## src/rtl/axi_stream_sink_pkg.sv

```systemverilog
// Shared types and helpers for the AXI4-Stream slave sink: buffer state
// encoding, TKEEP popcount and a width-bounded saturating add.
package axi_stream_sink_pkg;

  typedef enum logic [1:0] {
    BUF_EMPTY = 2'd0,
    BUF_ONE   = 2'd1,
    BUF_FULL  = 2'd2
  } buf_state_e;

  localparam int unsigned MAX_BYTES = 64;

  function automatic logic [6:0] popcount(input logic [MAX_BYTES-1:0] v);
    logic [6:0] n;
    n = '0;
    for (int i = 0; i < MAX_BYTES; i++) n = n + 7'(v[i]);
    return n;
  endfunction

  // a + b clamped to the all-ones value of a w-bit counter
  function automatic logic [63:0] sat_add(input logic [63:0] a, input logic [63:0] b,
                                          input int unsigned w);
    logic [63:0] maxv;
    logic [64:0] s;
    maxv = (w >= 64) ? '1 : ((64'd1 << w) - 64'd1);
    s    = {1'b0, a} + {1'b0, b};
    return (s > {1'b0, maxv}) ? maxv : s[63:0];
  endfunction

endpackage

```

## src/rtl/axi_stream_skid_buffer.sv

```systemverilog
// Two-entry skid buffer with a registered input ready; payload width W is
// opaque. Ready drops only once both the output and skid registers hold data.
module axi_stream_skid_buffer
  import axi_stream_sink_pkg::*;
#(
  parameter int W = 8
) (
  input  logic         clk,
  input  logic         resetn,
  input  logic         in_valid_i,
  output logic         in_ready_o,
  input  logic [W-1:0] in_data_i,
  output logic         out_valid_o,
  input  logic         out_ready_i,
  output logic [W-1:0] out_data_o
);

  buf_state_e   state_q;
  logic         ready_q;
  logic         valid_q;
  logic [W-1:0] out_q;
  logic [W-1:0] skid_q;
  logic         acc;
  logic         pop;

  assign acc         = in_valid_i && ready_q;
  assign pop         = valid_q && out_ready_i;
  assign in_ready_o  = ready_q;
  assign out_valid_o = valid_q;
  assign out_data_o  = out_q;

  // Data registers are not reset; valid_q qualifies them.
  always_ff @(posedge clk) begin
    if (!resetn) begin
      state_q <= BUF_EMPTY;
      ready_q <= 1'b0;
      valid_q <= 1'b0;
    end else begin
      case (state_q)
        BUF_EMPTY: begin
          ready_q <= 1'b1;
          if (acc) begin
            out_q   <= in_data_i;
            valid_q <= 1'b1;
            state_q <= BUF_ONE;
          end
        end
        BUF_ONE: begin
          if (acc && !pop) begin
            skid_q  <= in_data_i;
            ready_q <= 1'b0;
            state_q <= BUF_FULL;
          end else if (pop && !acc) begin
            valid_q <= 1'b0;
            ready_q <= 1'b1;
            state_q <= BUF_EMPTY;
          end else begin
            ready_q <= 1'b1;
            if (acc) out_q <= in_data_i;
          end
        end
        BUF_FULL: begin
          if (pop) begin
            out_q   <= skid_q;
            ready_q <= 1'b1;
            state_q <= BUF_ONE;
          end
        end
        default: begin
          state_q <= BUF_EMPTY;
          valid_q <= 1'b0;
          ready_q <= 1'b0;
        end
      endcase
    end
  end

endmodule

```

## src/rtl/axi_stream_slave_sink.sv

```systemverilog
// AXI4-Stream ingress sink: skid-buffered forwarding plus per-packet stats.
// Define AXIS_SINK_PROTOCOL_CHECK_EN to build the sticky master-side checker.
module axi_stream_slave_sink
  import axi_stream_sink_pkg::*;
#(
  parameter int BYTE_WIDTH    = 4,
  parameter int USER_WIDTH    = 1,
  parameter int CNT_WIDTH     = 16,
  parameter int PKT_CNT_WIDTH = 32
) (
  input  logic                     clk,
  input  logic                     resetn,
  input  logic                     s_tvalid,
  output logic                     s_tready,
  input  logic [8*BYTE_WIDTH-1:0]  s_tdata,
  input  logic [BYTE_WIDTH-1:0]    s_tstrb,
  input  logic [BYTE_WIDTH-1:0]    s_tkeep,
  input  logic                     s_tlast,
  input  logic [USER_WIDTH-1:0]    s_tuser,
  output logic                     m_valid,
  input  logic                     m_ready,
  output logic [8*BYTE_WIDTH-1:0]  m_data,
  output logic [BYTE_WIDTH-1:0]    m_keep,
  output logic                     m_last,
  output logic [USER_WIDTH-1:0]    m_user,
  output logic                     pkt_done,
  output logic [CNT_WIDTH-1:0]     pkt_beats,
  output logic [CNT_WIDTH-1:0]     pkt_bytes,
  output logic [PKT_CNT_WIDTH-1:0] pkt_count,
  output logic                     err_drop,
  output logic                     err_unstable,
  output logic                     err_strb
);

  localparam int DW = 8 * BYTE_WIDTH;
  localparam int PW = DW + BYTE_WIDTH + 1 + USER_WIDTH;

  logic [PW-1:0] in_pl;
  logic [PW-1:0] out_pl;
  logic          acc;

  assign in_pl = {s_tuser, s_tlast, s_tkeep, s_tdata};
  assign {m_user, m_last, m_keep, m_data} = out_pl;
  assign acc = s_tvalid && s_tready;

  axi_stream_skid_buffer #(.W(PW)) u_skid (
    .clk         (clk),
    .resetn      (resetn),
    .in_valid_i  (s_tvalid),
    .in_ready_o  (s_tready),
    .in_data_i   (in_pl),
    .out_valid_o (m_valid),
    .out_ready_i (m_ready),
    .out_data_o  (out_pl)
  );

  logic [CNT_WIDTH-1:0]     run_beats_q, run_beats_d;
  logic [CNT_WIDTH-1:0]     run_bytes_q, run_bytes_d;
  logic [CNT_WIDTH-1:0]     pkt_beats_q, pkt_beats_d;
  logic [CNT_WIDTH-1:0]     pkt_bytes_q, pkt_bytes_d;
  logic [PKT_CNT_WIDTH-1:0] pkt_count_q, pkt_count_d;
  logic                     pkt_done_q, pkt_done_d;
  logic [CNT_WIDTH-1:0]     beats_nx;
  logic [CNT_WIDTH-1:0]     bytes_nx;
  logic [MAX_BYTES-1:0]     keep_ext;

  assign keep_ext = MAX_BYTES'(s_tkeep);

  // Totals include the current beat so a TLAST beat reports the full packet.
  always_comb begin
    beats_nx    = CNT_WIDTH'(sat_add(64'(run_beats_q), 64'd1, CNT_WIDTH));
    bytes_nx    = CNT_WIDTH'(sat_add(64'(run_bytes_q), 64'(popcount(keep_ext)), CNT_WIDTH));
    run_beats_d = run_beats_q;
    run_bytes_d = run_bytes_q;
    pkt_beats_d = pkt_beats_q;
    pkt_bytes_d = pkt_bytes_q;
    pkt_count_d = pkt_count_q;
    pkt_done_d  = 1'b0;
    if (acc) begin
      if (s_tlast) begin
        pkt_beats_d = beats_nx;
        pkt_bytes_d = bytes_nx;
        run_beats_d = '0;
        run_bytes_d = '0;
        pkt_count_d = pkt_count_q + PKT_CNT_WIDTH'(1);
        pkt_done_d  = 1'b1;
      end else begin
        run_beats_d = beats_nx;
        run_bytes_d = bytes_nx;
      end
    end
  end

  always_ff @(posedge clk) begin
    if (!resetn) begin
      run_beats_q <= '0;
      run_bytes_q <= '0;
      pkt_beats_q <= '0;
      pkt_bytes_q <= '0;
      pkt_count_q <= '0;
      pkt_done_q  <= 1'b0;
    end else begin
      run_beats_q <= run_beats_d;
      run_bytes_q <= run_bytes_d;
      pkt_beats_q <= pkt_beats_d;
      pkt_bytes_q <= pkt_bytes_d;
      pkt_count_q <= pkt_count_d;
      pkt_done_q  <= pkt_done_d;
    end
  end

  assign pkt_done  = pkt_done_q;
  assign pkt_beats = pkt_beats_q;
  assign pkt_bytes = pkt_bytes_q;
  assign pkt_count = pkt_count_q;

`ifdef AXIS_SINK_PROTOCOL_CHECK_EN
  localparam int CW = DW + 2 * BYTE_WIDTH + 1 + USER_WIDTH;

  logic [CW-1:0] chk_pl;
  logic [CW-1:0] chk_pl_q;
  logic          stall_q;
  logic          arm_q;
  logic          err_drop_q, err_unstable_q, err_strb_q;

  assign chk_pl = {s_tdata, s_tstrb, s_tkeep, s_tlast, s_tuser};

  // stall_q is only ever set out of reset, so it doubles as the arm for the
  // hold checks; arm_q gates the strobe check for the first edge after reset.
  always_ff @(posedge clk) begin
    if (!resetn) begin
      stall_q        <= 1'b0;
      arm_q          <= 1'b0;
      err_drop_q     <= 1'b0;
      err_unstable_q <= 1'b0;
      err_strb_q     <= 1'b0;
    end else begin
      arm_q    <= 1'b1;
      stall_q  <= s_tvalid && !s_tready;
      chk_pl_q <= chk_pl;
      if (stall_q && !s_tvalid) err_drop_q <= 1'b1;
      if (stall_q && (chk_pl != chk_pl_q)) err_unstable_q <= 1'b1;
      if (arm_q && s_tvalid && |(s_tstrb & ~s_tkeep)) err_strb_q <= 1'b1;
    end
  end

  assign err_drop     = err_drop_q;
  assign err_unstable = err_unstable_q;
  assign err_strb     = err_strb_q;
`else
  logic unused_strb;
  assign unused_strb  = ^s_tstrb;
  assign err_drop     = 1'b0;
  assign err_unstable = 1'b0;
  assign err_strb     = 1'b0;
`endif

endmodule

```

## config.mk

```make
export PLATFORM = sky130hd
export DESIGN_NAME = axi_stream_slave_sink
export DESIGN_NICKNAME = d
export VERILOG_FILES = /design/src/rtl/axi_stream_sink_pkg.sv /design/src/rtl/axi_stream_skid_buffer.sv /design/src/rtl/axi_stream_slave_sink.sv
export SDC_FILE = /design/constraint.sdc
export NUM_CORES = 1
export LEC_CHECK = 0
export BUFFER_PORTS_ARGS = -buffer_cell sky130_fd_sc_hd__buf_2
export CAP_MARGIN = 5
export CELL_PAD_IN_SITES_DETAIL_PLACEMENT = 0
export CELL_PAD_IN_SITES_GLOBAL_PLACEMENT = 1
export CORE_MARGIN = 5
export CORE_UTILIZATION = 43
export DETAILED_ROUTE_END_ITERATION = 7
export GPL_TIMING_DRIVEN = 0
export PLACE_DENSITY = 0.83
export SETUP_SLACK_MARGIN = 0.4
export SYNTH_ARGS = -nofsm -noshare
export SYNTH_HDL_FRONTEND = slang
export SYNTH_SLANG_ARGS = --single-unit
```

## constraint.sdc

```tcl
create_clock -name clk -period 4.5 [get_ports clk]
set_input_delay 0.45 -clock clk [delete_from_list [all_inputs] [get_ports clk]]
set_output_delay 0.45 -clock clk [all_outputs]
set_load 0.05 [all_outputs]
```

# Word level (Yosys, flattened, before mapping)
# Index checks and enable logic that the tools add are counted.
# W data, S select, Z words.
# totals
romBits	0
latch_bits	0
ff_bits	177
in_bits	46
memories	0
ram_bits	0
output_inout_bits	108
word_cells	64
# op_classes
shift	0
add_sub_neg	6
n_lt_le_gt_ge	2
bitwise_logic	1
n_reduce_logical	14
n_eq_ne	8
div	0
muxes	22
n_mul	0
# ops
op	count
$mux W38	4
$pmux W38 S3	1
$mux W16	4
$gt A17 B16 Y1 const B	2
$add A32 B1 Y32 const B	1
$add A16 B1 Y17 const B	1
$add A16 B4 Y17	1
$mux W2	4
$mux W1	6
$ne A2 B1 Y1 const B	3
$pmux W1 S3	2
$pmux W2 S3	1
$reduce_and A3 Y1	2
$reduce_and A5 Y1	1
$add A3 B1 Y4	1
$logic_and A1 B1 Y1	4
$ne A2 B2 Y1 const B	2
$reduce_and A2 Y1	2
$reduce_and A4 Y1	1
$add A2 B1 Y3	1
$ne A3 B1 Y1 const B	1
$reduce_bool A3 Y1	1
$add A1 B1 Y2	1
$eq A2 B1 Y1 const B	1
4 further kinds	5

# Depth between registers and ports, before layout
# Gate-level depths: netlist of the first run.
# depth
ltp_word	7
mapped_depth	12
ltp_nobuf	11

# Modules after synthesis
# From an unflattened synthesis of the first run, not the netlist that was laid out.
# unflattened
hier_cells	719
hier_area_um2	7862.5
# by_module_without_submodules
mod	seq_area_each_um2	cells_per_inst	area_each_um2	instances
axi_stream_slave_sink	1941.9	569	4827.1	1
axi_stream_skid_buffer	2362.3	150	3035.4	1

# Worst setup path before layout of the first run
# Ideal clock, no wire load.
# synth_timing
path_kind	register to register
start	reg u_skid.ready_q, in the netlist u_skid.in_ready_o
end	reg u_skid.out_q[0], in the netlist u_skid.out_data_o[0] (enable)
setup_slack_ps	1210
setup_ps	438
required_ps	4062
stages_incl_launch_ff	5
t_arrival_ps	2852
period_less_slack_ps	3290
path_cell_list	dfxtp_1 nand2_1 nor2_1 a22oi_1 nor2b_1
# synth_via
elab_chain_cells	5
# synth_lines
item	line	rtl
start, declared	axi_stream_skid_buffer.sv:19	logic ready_q;
start signal, assigned	axi_stream_skid_buffer.sv:36	ready_q <= 1'b0;
start signal, assigned	axi_stream_skid_buffer.sv:41	ready_q <= 1'b1;
start signal, assigned	axi_stream_skid_buffer.sv:51	ready_q <= 1'b0;
$logic_and A1 B1 Y1 (*)	axi_stream_skid_buffer.sv:26	assign acc = in_valid_i && ready_q;
$logic_not A1 Y1	axi_stream_skid_buffer.sv:53	end else if (pop && !acc) begin
$logic_and A1 B1 Y1	axi_stream_skid_buffer.sv:53	
$ne A2 B2 Y1 (no source line)	-	
$reduce_and A5 Y1 (no source line) (*)	-	
end signal, assigned	axi_stream_skid_buffer.sv:43	out_q <= in_data_i;
end signal, assigned	axi_stream_skid_buffer.sv:59	if (acc) out_q <= in_data_i;
end signal, assigned	axi_stream_skid_buffer.sv:64	out_q <= skid_q;
end, declared	axi_stream_skid_buffer.sv:21	logic [W-1:0] out_q;
# Mark *: on every way between the ends. The rest lies on a longest branch, timed or not.
# A chain may end at the register's enable or synchronous reset.

# Worst setup path after layout of the first run
# layout_timing
start	in s_tkeep[0]
end	reg pkt_bytes_q[10], in the netlist pkt_bytes[10]
# layout_via
elab_chain_cells	6
# layout_lines
item	line	rtl
start, declared	axi_stream_slave_sink.sv:17	input logic [BYTE_WIDTH-1:0] s_tkeep,
$add A1 B1 Y2 (*)	axi_stream_sink_pkg.sv:16	for (int i = 0; i < MAX_BYTES; i++) n = n + 7'(v[i]);
$add A2 B1 Y3 (*)	axi_stream_sink_pkg.sv:16	
$add A3 B1 Y4 (*)	axi_stream_sink_pkg.sv:16	
$add A16 B4 Y17 (*)	axi_stream_sink_pkg.sv:26	s = {1'b0, a} + {1'b0, b};
$gt A17 B16 Y1	axi_stream_sink_pkg.sv:27	return (s > {1'b0, maxv}) ? maxv : s[63:0];
$mux W16 (*)	axi_stream_sink_pkg.sv:27	
end signal, assigned	axi_stream_slave_sink.sv:106	pkt_bytes_q <= pkt_bytes_d;
end, declared	axi_stream_slave_sink.sv:60	logic [CNT_WIDTH-1:0] pkt_bytes_q, pkt_bytes_d;
# Marks and branches as above.

==> results of run 1 <==
## where the power goes
group	switching (uW)	internal, uW
Combinational	209	88.3
Sequential	17.1	1710
Clock	744	763
Total	970	2560
## Yosys cell counts, types with 19 or more instances
master,count,area [um2]
nand3_1,24,120
a31oi_1,26,163
o21ai_0,46,230
a21oi_1,41,205
xnor2_1,32,280
and2_1,41,257
xor2_1,19,166
nand2_1,47,176
nor2_1,25,93.8
mux2_2,37,417
edfxtp_1,76,2280
dfxtp_1,101,2020
clkbuf_1,35,131
## metrics by stage
step	cells	instance area [um2]	utilization, %	power, uW
after global routing	1143	9650	53.4	3660
after global placement	1109	8950	49.5	2060
final	1144	9650	53.4	3530
after detailed placement	1111	9020	49.9	2060
after CTS	1143	9650	53.4	3570
after floorplan	735	7940	-	1960
## area by class of cell
class | count | area [um2] | share of cell area (%)
plain buffers | 55 | 253 | 2.62
flip-flops and latches | 177 | 4300 | 44.6
clock inverters | 15 | 204 | 2.11
diodes | 1 | 2.50 | 0.0259
well taps | 229 | 287 | 2.97
inverters | 16 | 60.1 | 0.622
clock buffers | 17 | 425 | 4.41
repair buffers | 147 | 781 | 8.09
multi-input cells | 487 | 3340 | 34.6
## sequential cells by signal, indices dropped and copies added, names as in the netlist, 2 cells and up
name	cells
run_beats_q	16
pkt_bytes	16
u_skid.skid_q	38
run_bytes_q	16
pkt_beats	16
pkt_count	32
u_skid.state_q	2
u_skid.out_data_o	38
## cell families after synthesis
logic type | Yosys count | synth area share [%]
other | 1 | 0.0473
AND/OR/NAND/NOR | 231 | 16.8
XOR/XNOR | 51 | 5.63
AO/OA/AOI/OAI | 157 | 12.5
multiplexers | 38 | 5.38
buffers and inverters | 71 | 3.94
flip-flops | 177 | 54.3
adder cells (fa/ha/maj) | 7 | 1.39
## per-layer routing
| layer | track usage (%) | vias up | wire length, um |
|---|---|---|---|
| li1 | - | 3002 | - |
| met1 | 25.7 | 2853 | 9100 |
| met2 | 28.5 | 185 | 8760 |
| met3 | 4.52 | 15 | 1270 |
| met4 | 4.32 | 0 | 181 |
| met5 | 0 | - | 0 |
## how the worst max path moves through the flow
stage                                 endpoint  slack (ns)  cells past startpoint
after global placement    u_skid.out_data_o[2]        0.20                      3
final                            pkt_bytes[10]        1.31                     13
after CTS                        pkt_bytes[10]        1.36                     13
after global routing             pkt_bytes[10]        1.12                     13
after detailed placement         pkt_bytes[10]        0.88                     13
after floorplan           u_skid.out_data_o[0]        1.21                      4
## worst max-delay path: stages
cell	delay (ns)
buf_2	0.13
fa_1	0.47
inv_1	0.08
fa_1	0.20
inv_1	0.06
fa_1	0.45
and4_1	0.30
and3_1	0.19
clkbuf_1	0.16
nand3_2	0.19
clkbuf_1	0.45
nand3_1	0.21
o211a_1	0.18
==> reports/results.ini, run 1 <==
[floorplanning]
die_h_um = 146
die_w_um = 146
coreArea_um2 = 18100
io_pins = 154
die-area_um2 = 21300
rows = 49
start_util_pct = 43.9

[drt]
first_pass_iters = 4
viasPerCell = 5.29
drt-initial-drc-count = 495
detail_route.wl_per_cell_um = 16.9
drtAntennaViolNets = 0
drcViolationCount = 0
vias = 6055
routed_wl_mm = 19.3

[clock_tree]
cts.sinks = 177
cts_made_buffers = 17
insertion_delay_ns = 0.44
post_cts_resized = 0
cts.htree.levels = 4
clkSlewWorstSetupHoldPaths_ns = 0.08
cts_tree = built
holdBufCountCts = 0
root_buffer = clkbuf_16
cts_buffer_depth = 2
postCtsSetupBuffers = 0

[power_and_ir_drop]
cellPowerDensity_nw_per_um2 = 366
p_leak_uw = 0.00385
ir_worst_vdd_mv = 0.273

[layout]
area_delta_synth_final_pct = 21.7
fillers = 1613
drive_gt1_share_pct = 28.7
final_cell_mix = 154 x buf_2, 101 x dfxtp_1, 76 x edfxtp_1
nets = 954
layout_commonest_cell = buf_2

[synthesis]
synth-edff-count = 76
ys_types = 60
syn_area_um2 = 7930
synth-main-ff-cell = dfxtp_1
yosysSeqAreaShare_pct = 54.3
synth_area_per_cell_um2 = 10.8
ys_warn_count = 0
synthCells = 733
async_reset_ff_share_pct = 0
synth_seq_cells = 177

[timing]
fmax_mhz = 314
slew_violations = 0
worst_slack_ns = 1.31
max_slew_margin_pct = 45.3
setup_viol = 0
rsz0062_at_grt = false
fin_tns_setup_ns = 0
hold_viol_final = 0
holdWs_ns = 0.197
min_period_ns = 3.19
finalCritPeriodShare_pct = 70.9
fin_skew_ns = 0.0118
tightestPinTransition_ns = 0.820

[outcome]
status = finished clean

[worst_hold_path]
min_to = u_skid.skid_q[29]
hp-class = input pin to register
hold_path.startpoint = s_tdata[29]
whs_path_depth = 1

[worst_setup_path]
rr_startpoint = run_bytes_q[0]
crit_start = s_tkeep[0]
required_ns = 4.84
worstSetupStartpointType = input pin
path_class = input pin to register
path_max_fanout = 10
arrival_ns = 3.53
r2r-end = pkt_bytes[10]
worst-r2r-cell-count = 11
crit_path_end_kind = register
rrSetupSlack_ns = 1.62

[run]
max-cap-violations = 0

[grt]
antenna_found_initial = 0
grt_pass1_wl_mm = 31.4
grt_start_max_net_pins = 24
grt-ovfl-total = 0
first_global_vias = 5755
grt_usage_pct = 18.3

[placement]
pre_cts_ws_ns = 0.877
place.gp.congestion = 0.867
port_buffers = 145
dp_hpwl_mm = 14.1

Note: power is estimated with default switching activity, not from simulation.
==> inputs of run 2 (changes only) <==
--- a/config.mk
+++ b/config.mk
@@ -10,10 +10,10 @@
 export CELL_PAD_IN_SITES_DETAIL_PLACEMENT = 0
 export CELL_PAD_IN_SITES_GLOBAL_PLACEMENT = 1
 export CORE_MARGIN = 5
-export CORE_UTILIZATION = 43
+export CORE_UTILIZATION = 39
 export DETAILED_ROUTE_END_ITERATION = 7
 export GPL_TIMING_DRIVEN = 0
-export PLACE_DENSITY = 0.83
+export PLACE_DENSITY = 0.79
 export SETUP_SLACK_MARGIN = 0.4
 export SYNTH_ARGS = -nofsm -noshare
 export SYNTH_HDL_FRONTEND = slang
==> constraint.sdc (replaced) <==
create_clock -name clk -period 2.9 [get_ports clk]
set_input_delay 0.29 -clock clk [delete_from_list [all_inputs] [get_ports clk]]
set_output_delay 0.29 -clock clk [all_outputs]
set_load 0.05 [all_outputs]
==> run 2 against run 1 <==
Compared with the run above: non-clock buffer count increased by 10; routed wire length increased by 5.9%; total power increased by 56%; global-route usage decreased by 1.3 points; combinational power increased by 61%; count of clock-buffer cells in the layout unchanged.
==> reports/results.ini, run 2 (synthesized netlist as in run 1, its figures left out) <==
[outcome]
status = finished clean

[grt]
grt_pass1_wl_mm = 32.2  ; +2.5%
first_global_vias = 5962  ; +3.6%
antenna_found_initial = 0  ; unchanged
grt-ovfl-total = 0  ; unchanged
grt_usage_pct = 17.0  ; -1.3 points
grt_start_max_net_pins = 40  ; +67%

[timing]
slew_violations = 0  ; unchanged
fin_skew_ns = 0.0156  ; +0.00374 ns
tightestPinTransition_ns = 1.11  ; +0.293 ns
fmax_mhz = 383
max_slew_margin_pct = 25.6  ; -20 points
holdWs_ns = 0.0403  ; -0.157 ns
rsz0062_at_grt = true
finalCritPeriodShare_pct = 90.0
setup_viol = 0  ; unchanged
min_period_ns = 2.61
hold_viol_final = 0  ; unchanged

[drt]
detail_route.wl_per_cell_um = 17.1  ; +1.4%
drcViolationCount = 0  ; unchanged
vias = 6253  ; +3.3%
drt-initial-drc-count = 484  ; -2.2%
viasPerCell = 5.23  ; -1.1%
first_pass_iters = 5  ; +1
drtAntennaViolNets = 0  ; unchanged
routed_wl_mm = 20.5  ; +5.9%

[floorplanning]
die_h_um = 153  ; +4.7%
rows = 52  ; +6.1%
die-area_um2 = 23300  ; +9.5%
start_util_pct = 39.5  ; -4.4 points
coreArea_um2 = 20100  ; +11%
die_w_um = 153  ; +4.7%
io_pins = 154  ; unchanged

[placement]
placed_area_um2 = 9040  ; +0.22%
dp_hpwl_mm = 14.3  ; +1.3%
port_buffers = 145  ; unchanged
place.gp.congestion = 0.871  ; +0.50%

[clock_tree]
cts_buffer_depth = 2  ; unchanged
cts_tree = built
cts.htree.levels = 4  ; unchanged
root_buffer = clkbuf_16
insertion_delay_ns = 0.43  ; about the same
cts.sinks = 177  ; unchanged
cts_made_buffers = 17  ; unchanged
clkSlewWorstSetupHoldPaths_ns = 0.08  ; about the same
holdBufCountCts = 0  ; unchanged

[layout]
fillers = 1807  ; +12%
nets = 965  ; +1.2%
drive_gt1_share_pct = 32.9  ; +4.2 points
register_area_um2 = 4310  ; about the same
stdcell_area_um2 = 9990  ; +3.4%
final_cell_mix = 151 x buf_2, 100 x dfxtp_1, 76 x edfxtp_1
area_delta_synth_final_pct = 25.9
multi_input_area_um2 = 3510  ; +5.3%
layout_commonest_cell = buf_2
antennaDiodeCount = 0  ; -1

[worst_setup_path]
rr_startpoint = run_bytes_q[0]
crit_path_end_kind = register
timing.critical_path.buf_inv = 4  ; -1
required_ns = 3.22  ; -1.62 ns
cp_slowest_cell = or4_4
crit_start = s_tkeep[1]
arrival_ns = 2.93  ; -0.60 ns
path_cells = buf_8, fa_1, inv_2, fa_2, inv_2, fa_2, and4_4, and3_4, buf_8, or4_4, mux2i_4, o21ai_1, and2_1
path_class = input pin to register
critPathMaxStageDelay_ns = 0.52  ; +0.05 ns
cp_top_family = simple AND/OR/NAND/NOR gates
worstSetupStartpointType = input pin
rrSetupSlack_ns = 0.39  ; -1.23 ns
path_max_fanout = 2  ; -8

[power_and_ir_drop]
ir_worst_vdd_mv = 0.293  ; +7.2%
cellPowerDensity_nw_per_um2 = 551  ; +51%
p_leak_uw = 0.00393  ; +2.1%

[run]
max-cap-violations = 0  ; unchanged

[worst_hold_path]
hold_path.startpoint = s_tdata[31]
hp-class = input pin to register

## run 2: power by group
part           internal, uW  leakage, uW  switching (uW)
clock                  1190     0.000296            1150
sequential             2650      0.00151            27.0
combinational           146      0.00213             334
total                  3990      0.00393            1510
## run 2: cell type report
| cell class | count | share of cell area [%] |
|---|---|---|
| Buffer | 55 | 2.87 |
| Clock inverter | 15 | 1.93 |
| Inverter | 16 | 0.601 |
| Multi-Input combinational cell | 488 | 35.2 |
| Sequential cell | 177 | 43.1 |
| Tap cell | 270 | 3.38 |
| Clock buffer | 17 | 4.26 |
| Timing Repair Buffer | 157 | 8.66 |
## run 2: timing repair
action	CTS	global route
pin swaps	5	8
setup buffers	5	5
cloned	2	1
gates resized for setup	26	27
setup endpoints to repair	53	51
## run 2: final timing paths
check / endpoint / cells past startpoint
worst min-delay path: u_skid.skid_q[31] / 1
worst min register to register: pkt_beats[15] / 2
worst max-delay path: pkt_bytes[15] / 13
worst max register to register: pkt_bytes[15] / 11
## run 2: metrics by stage
step	total power, uW	utilization (%)	setup WS [ns]	instances	TNS [ns]
after detailed placement	3200	45.0	-0.305	1150	-4.75
after floorplan	3050	-	0.0103	735	0
final	5500	49.7	0.291	1195	0
after global routing	5700	49.7	0.188	1195	0
after global placement	3200	45.0	-0.284	1150	-3.85
after CTS	5540	48.8	0.235	1189	0
## run 2: layer usage
layer | vias to the layer above | GRT usage [%] | wire length [um]
met5 | - | 0 | 0
met3 | 34 | 3.81 | 1250
met2 | 227 | 26.5 | 9520
met4 | 0 | 6.53 | 511
met1 | 2985 | 23.1 | 9170
li1 | 3007 | - | -
==> inputs of run 3 (changes only) <==
--- a/config.mk
+++ b/config.mk
@@ -10,10 +10,10 @@
 export CELL_PAD_IN_SITES_DETAIL_PLACEMENT = 0
 export CELL_PAD_IN_SITES_GLOBAL_PLACEMENT = 1
 export CORE_MARGIN = 5
-export CORE_UTILIZATION = 39
+export CORE_UTILIZATION = 30
 export DETAILED_ROUTE_END_ITERATION = 7
 export GPL_TIMING_DRIVEN = 0
-export PLACE_DENSITY = 0.79
+export PLACE_DENSITY = 0.64
 export SETUP_SLACK_MARGIN = 0.4
 export SYNTH_ARGS = -nofsm -noshare
 export SYNTH_HDL_FRONTEND = slang
==> constraint.sdc (replaced) <==
create_clock -name clk -period 2.9 [get_ports clk]
set_input_delay 0.145 -clock clk [delete_from_list [all_inputs] [get_ports clk]]
set_output_delay 0.145 -clock clk [all_outputs]
set_load 0.05 [all_outputs]
==> run 3 against run 2 <==
Compared with the run above: highest routed layer is now met5; hold slack lost 0.014 ns; via count grew 0.70%; die area grew 28%; routed wire length grew 9.6%; final cell count grew 7.9%; largest power group unchanged; clock power is essentially flat.
==> reports/results.ini, run 3 (synthesized netlist as in run 1, its figures left out) <==
[outcome]
status = finished clean

[grt]
grt_pass1_wl_mm = 35.9  ; +11%
grt-ovfl-total = 0  ; unchanged
first_global_vias = 6294  ; +5.6%
antenna_found_initial = 1  ; +1
grt_usage_pct = 14.8  ; -2.1 points
grt_start_max_net_pins = 40  ; unchanged

[run]
max-cap-violations = 0  ; unchanged

[worst_setup_path]
path_max_fanout = 4  ; +2
arrival_ns = 2.81  ; -0.12 ns
cp_top_family = simple AND/OR/NAND/NOR gates
timing.critical_path.buf_inv = 3  ; -1
required_ns = 3.23  ; about the same
crit_cells = 11  ; -2
critPathMaxStageDelay_ns = 0.48  ; -0.04 ns
path_class = register to register
cp_slowest_cell = or4_4
worstSetupStartpointType = register
path_cells = inv_2, fa_2, inv_2, fa_2, and4_4, and3_4, buf_8, or4_4, mux2i_4, o21ai_1, and2_1
worst-r2r-cell-count = 11  ; unchanged
crit_path_end_kind = register

[power_and_ir_drop]
cellPowerDensity_nw_per_um2 = 538  ; -2.3%
ir_worst_vdd_mv = 0.351  ; +20%
p_leak_uw = 0.00405  ; +2.8%

[clock_tree]
cts_tree = built
clkSlewWorstSetupHoldPaths_ns = 0.08  ; about the same
cts.htree.levels = 4  ; unchanged
root_buffer = clkbuf_16
cts_buffer_depth = 2  ; unchanged
cts_made_buffers = 17  ; unchanged
insertion_delay_ns = 0.44  ; about the same
cts.sinks = 177  ; unchanged

[timing]
fin_skew_ns = 0.0214  ; +0.00582 ns
min_period_ns = 2.48  ; -0.133 ns
fmax_mhz = 404  ; +5.4%
rsz0062_at_grt = true
finalCritPeriodShare_pct = 85.4  ; -4.6 points
tightestPinTransition_ns = 1.13  ; +0.0215 ns
slew_violations = 0  ; unchanged
setup_viol = 0  ; unchanged
max_slew_margin_pct = 24.2  ; -1.4 points
hold_viol_final = 0  ; unchanged

[layout]
drive_gt1_share_pct = 30.3  ; -2.6 points
fillers = 2600  ; +44%
area_delta_synth_final_pct = 29.4
postLayoutCoreUtil_pct = 39.4  ; -10 points
stdcell_area_um2 = 10300  ; +2.8%
nets = 994  ; +3.0%
layout_commonest_cell = buf_2
antennaDiodeCount = 0  ; unchanged
final_cell_mix = 151 x buf_2, 99 x dfxtp_1, 76 x edfxtp_1

[drt]
viasPerCell = 4.89  ; -6.6%
vias = 6297  ; +0.70%
drt-initial-drc-count = 476  ; -1.7%
first_pass_iters = 5  ; unchanged
routed_wl_mm = 22.4  ; +9.6%
drcViolationCount = 0  ; unchanged
detail_route.wl_per_cell_um = 17.4  ; +1.6%
drtAntennaViolNets = 0  ; unchanged

[floorplanning]
start_util_pct = 30.4  ; -9.0 points
die_h_um = 173  ; +13%
die-area_um2 = 29800  ; +28%
io_pins = 154  ; unchanged
die_w_um = 173  ; +13%
rows = 59  ; +13%
coreArea_um2 = 26100  ; +30%

[placement]
port_buffers = 145  ; unchanged
placed_area_um2 = 9120  ; +0.90%
place.gp.congestion = 0.816  ; -6.4%
dp_hpwl_mm = 15.8  ; +11%

[worst_hold_path]
whs_path_depth = 2  ; +1
hp-class = input pin to register

-- run 3: changes by cell type in the layout (fill, tap and decap cells not counted), sizes merged --
cell         delta
dlygate4sd3    +38
buf             -8
clkinv          +2
nand3           -1
inv             -2
-- run 3: layer usage --
layer | up-vias | wire [um] | track usage [%] | share of wire [%]
met1 | 3023 | 10500 | 20.1 | 47
met4 | 2 | 489 | 5.22 | 2.2
met5 | - | 18 | 0 | 0.080
met2 | 168 | 10300 | 23.3 | 46
li1 | 3076 | - | - | -
met3 | 28 | 1070 | 3.38 | 4.8
-- run 3: what timing repair did --
action,CTS,global route
hold endpoints to repair,38,0
hold buffers,38,0
gates resized for setup,21,14
pin swaps,5,3
cloned,0,0
endpoints found under the setup margin,36,27
setup buffers,3,1
-- run 3: final cells by class --
type / instances / area (um2) / share of cell area [%]
clock inverter: 15 / 178 / 1.73
tap: 335 / 419 / 4.08
buffer: 55 / 279 / 2.72
multi-input combinational: 487 / 3450 / 33.6
timing repair buffer: 187 / 1150 / 11.2
clock buffer: 17 / 425 / 4.15
inverter: 16 / 60.1 / 0.585
sequential: 177 / 4310 / 42.0
-- run 3: path summary, 6_finish.rpt --
path                  startpoint               endpoint  slack (ns)
hold / removal        s_tkeep[3]  u_skid.out_data_o[35]        0.03
setup / recovery  run_bytes_q[0]          pkt_bytes[15]        0.42
hold reg to reg    pkt_beats[15]          pkt_beats[15]        0.49
setup reg to reg  run_bytes_q[0]          pkt_bytes[15]        0.42
-- run 3: report_power, final --
part	total (uW)	switching [uW]	internal, uW
Combinational	516	344	172
Sequential	2680	26.4	2650
Clock	2320	1160	1170
Total	5520	1530	3990
-- run 3: stage by stage --
step | setup WS (ns) | cells | power [uW] | TNS [ns] | hold slack [ns]
3_5_place_dp | -0.254 | 1215 | 3210 | -2.22 | 0.337
5_1_grt | 0.334 | 1289 | 5750 | 0 | 0.00995
3_3_place_gp | -0.259 | 1215 | 3210 | -2.07 | 0.337
2_1_floorplan | 0.155 | 735 | 3050 | 0 | 0.244
4_1_cts | 0.400 | 1288 | 5600 | 0 | 0.0106
6_report | 0.424 | 1289 | 5520 | 0 | 0.0264
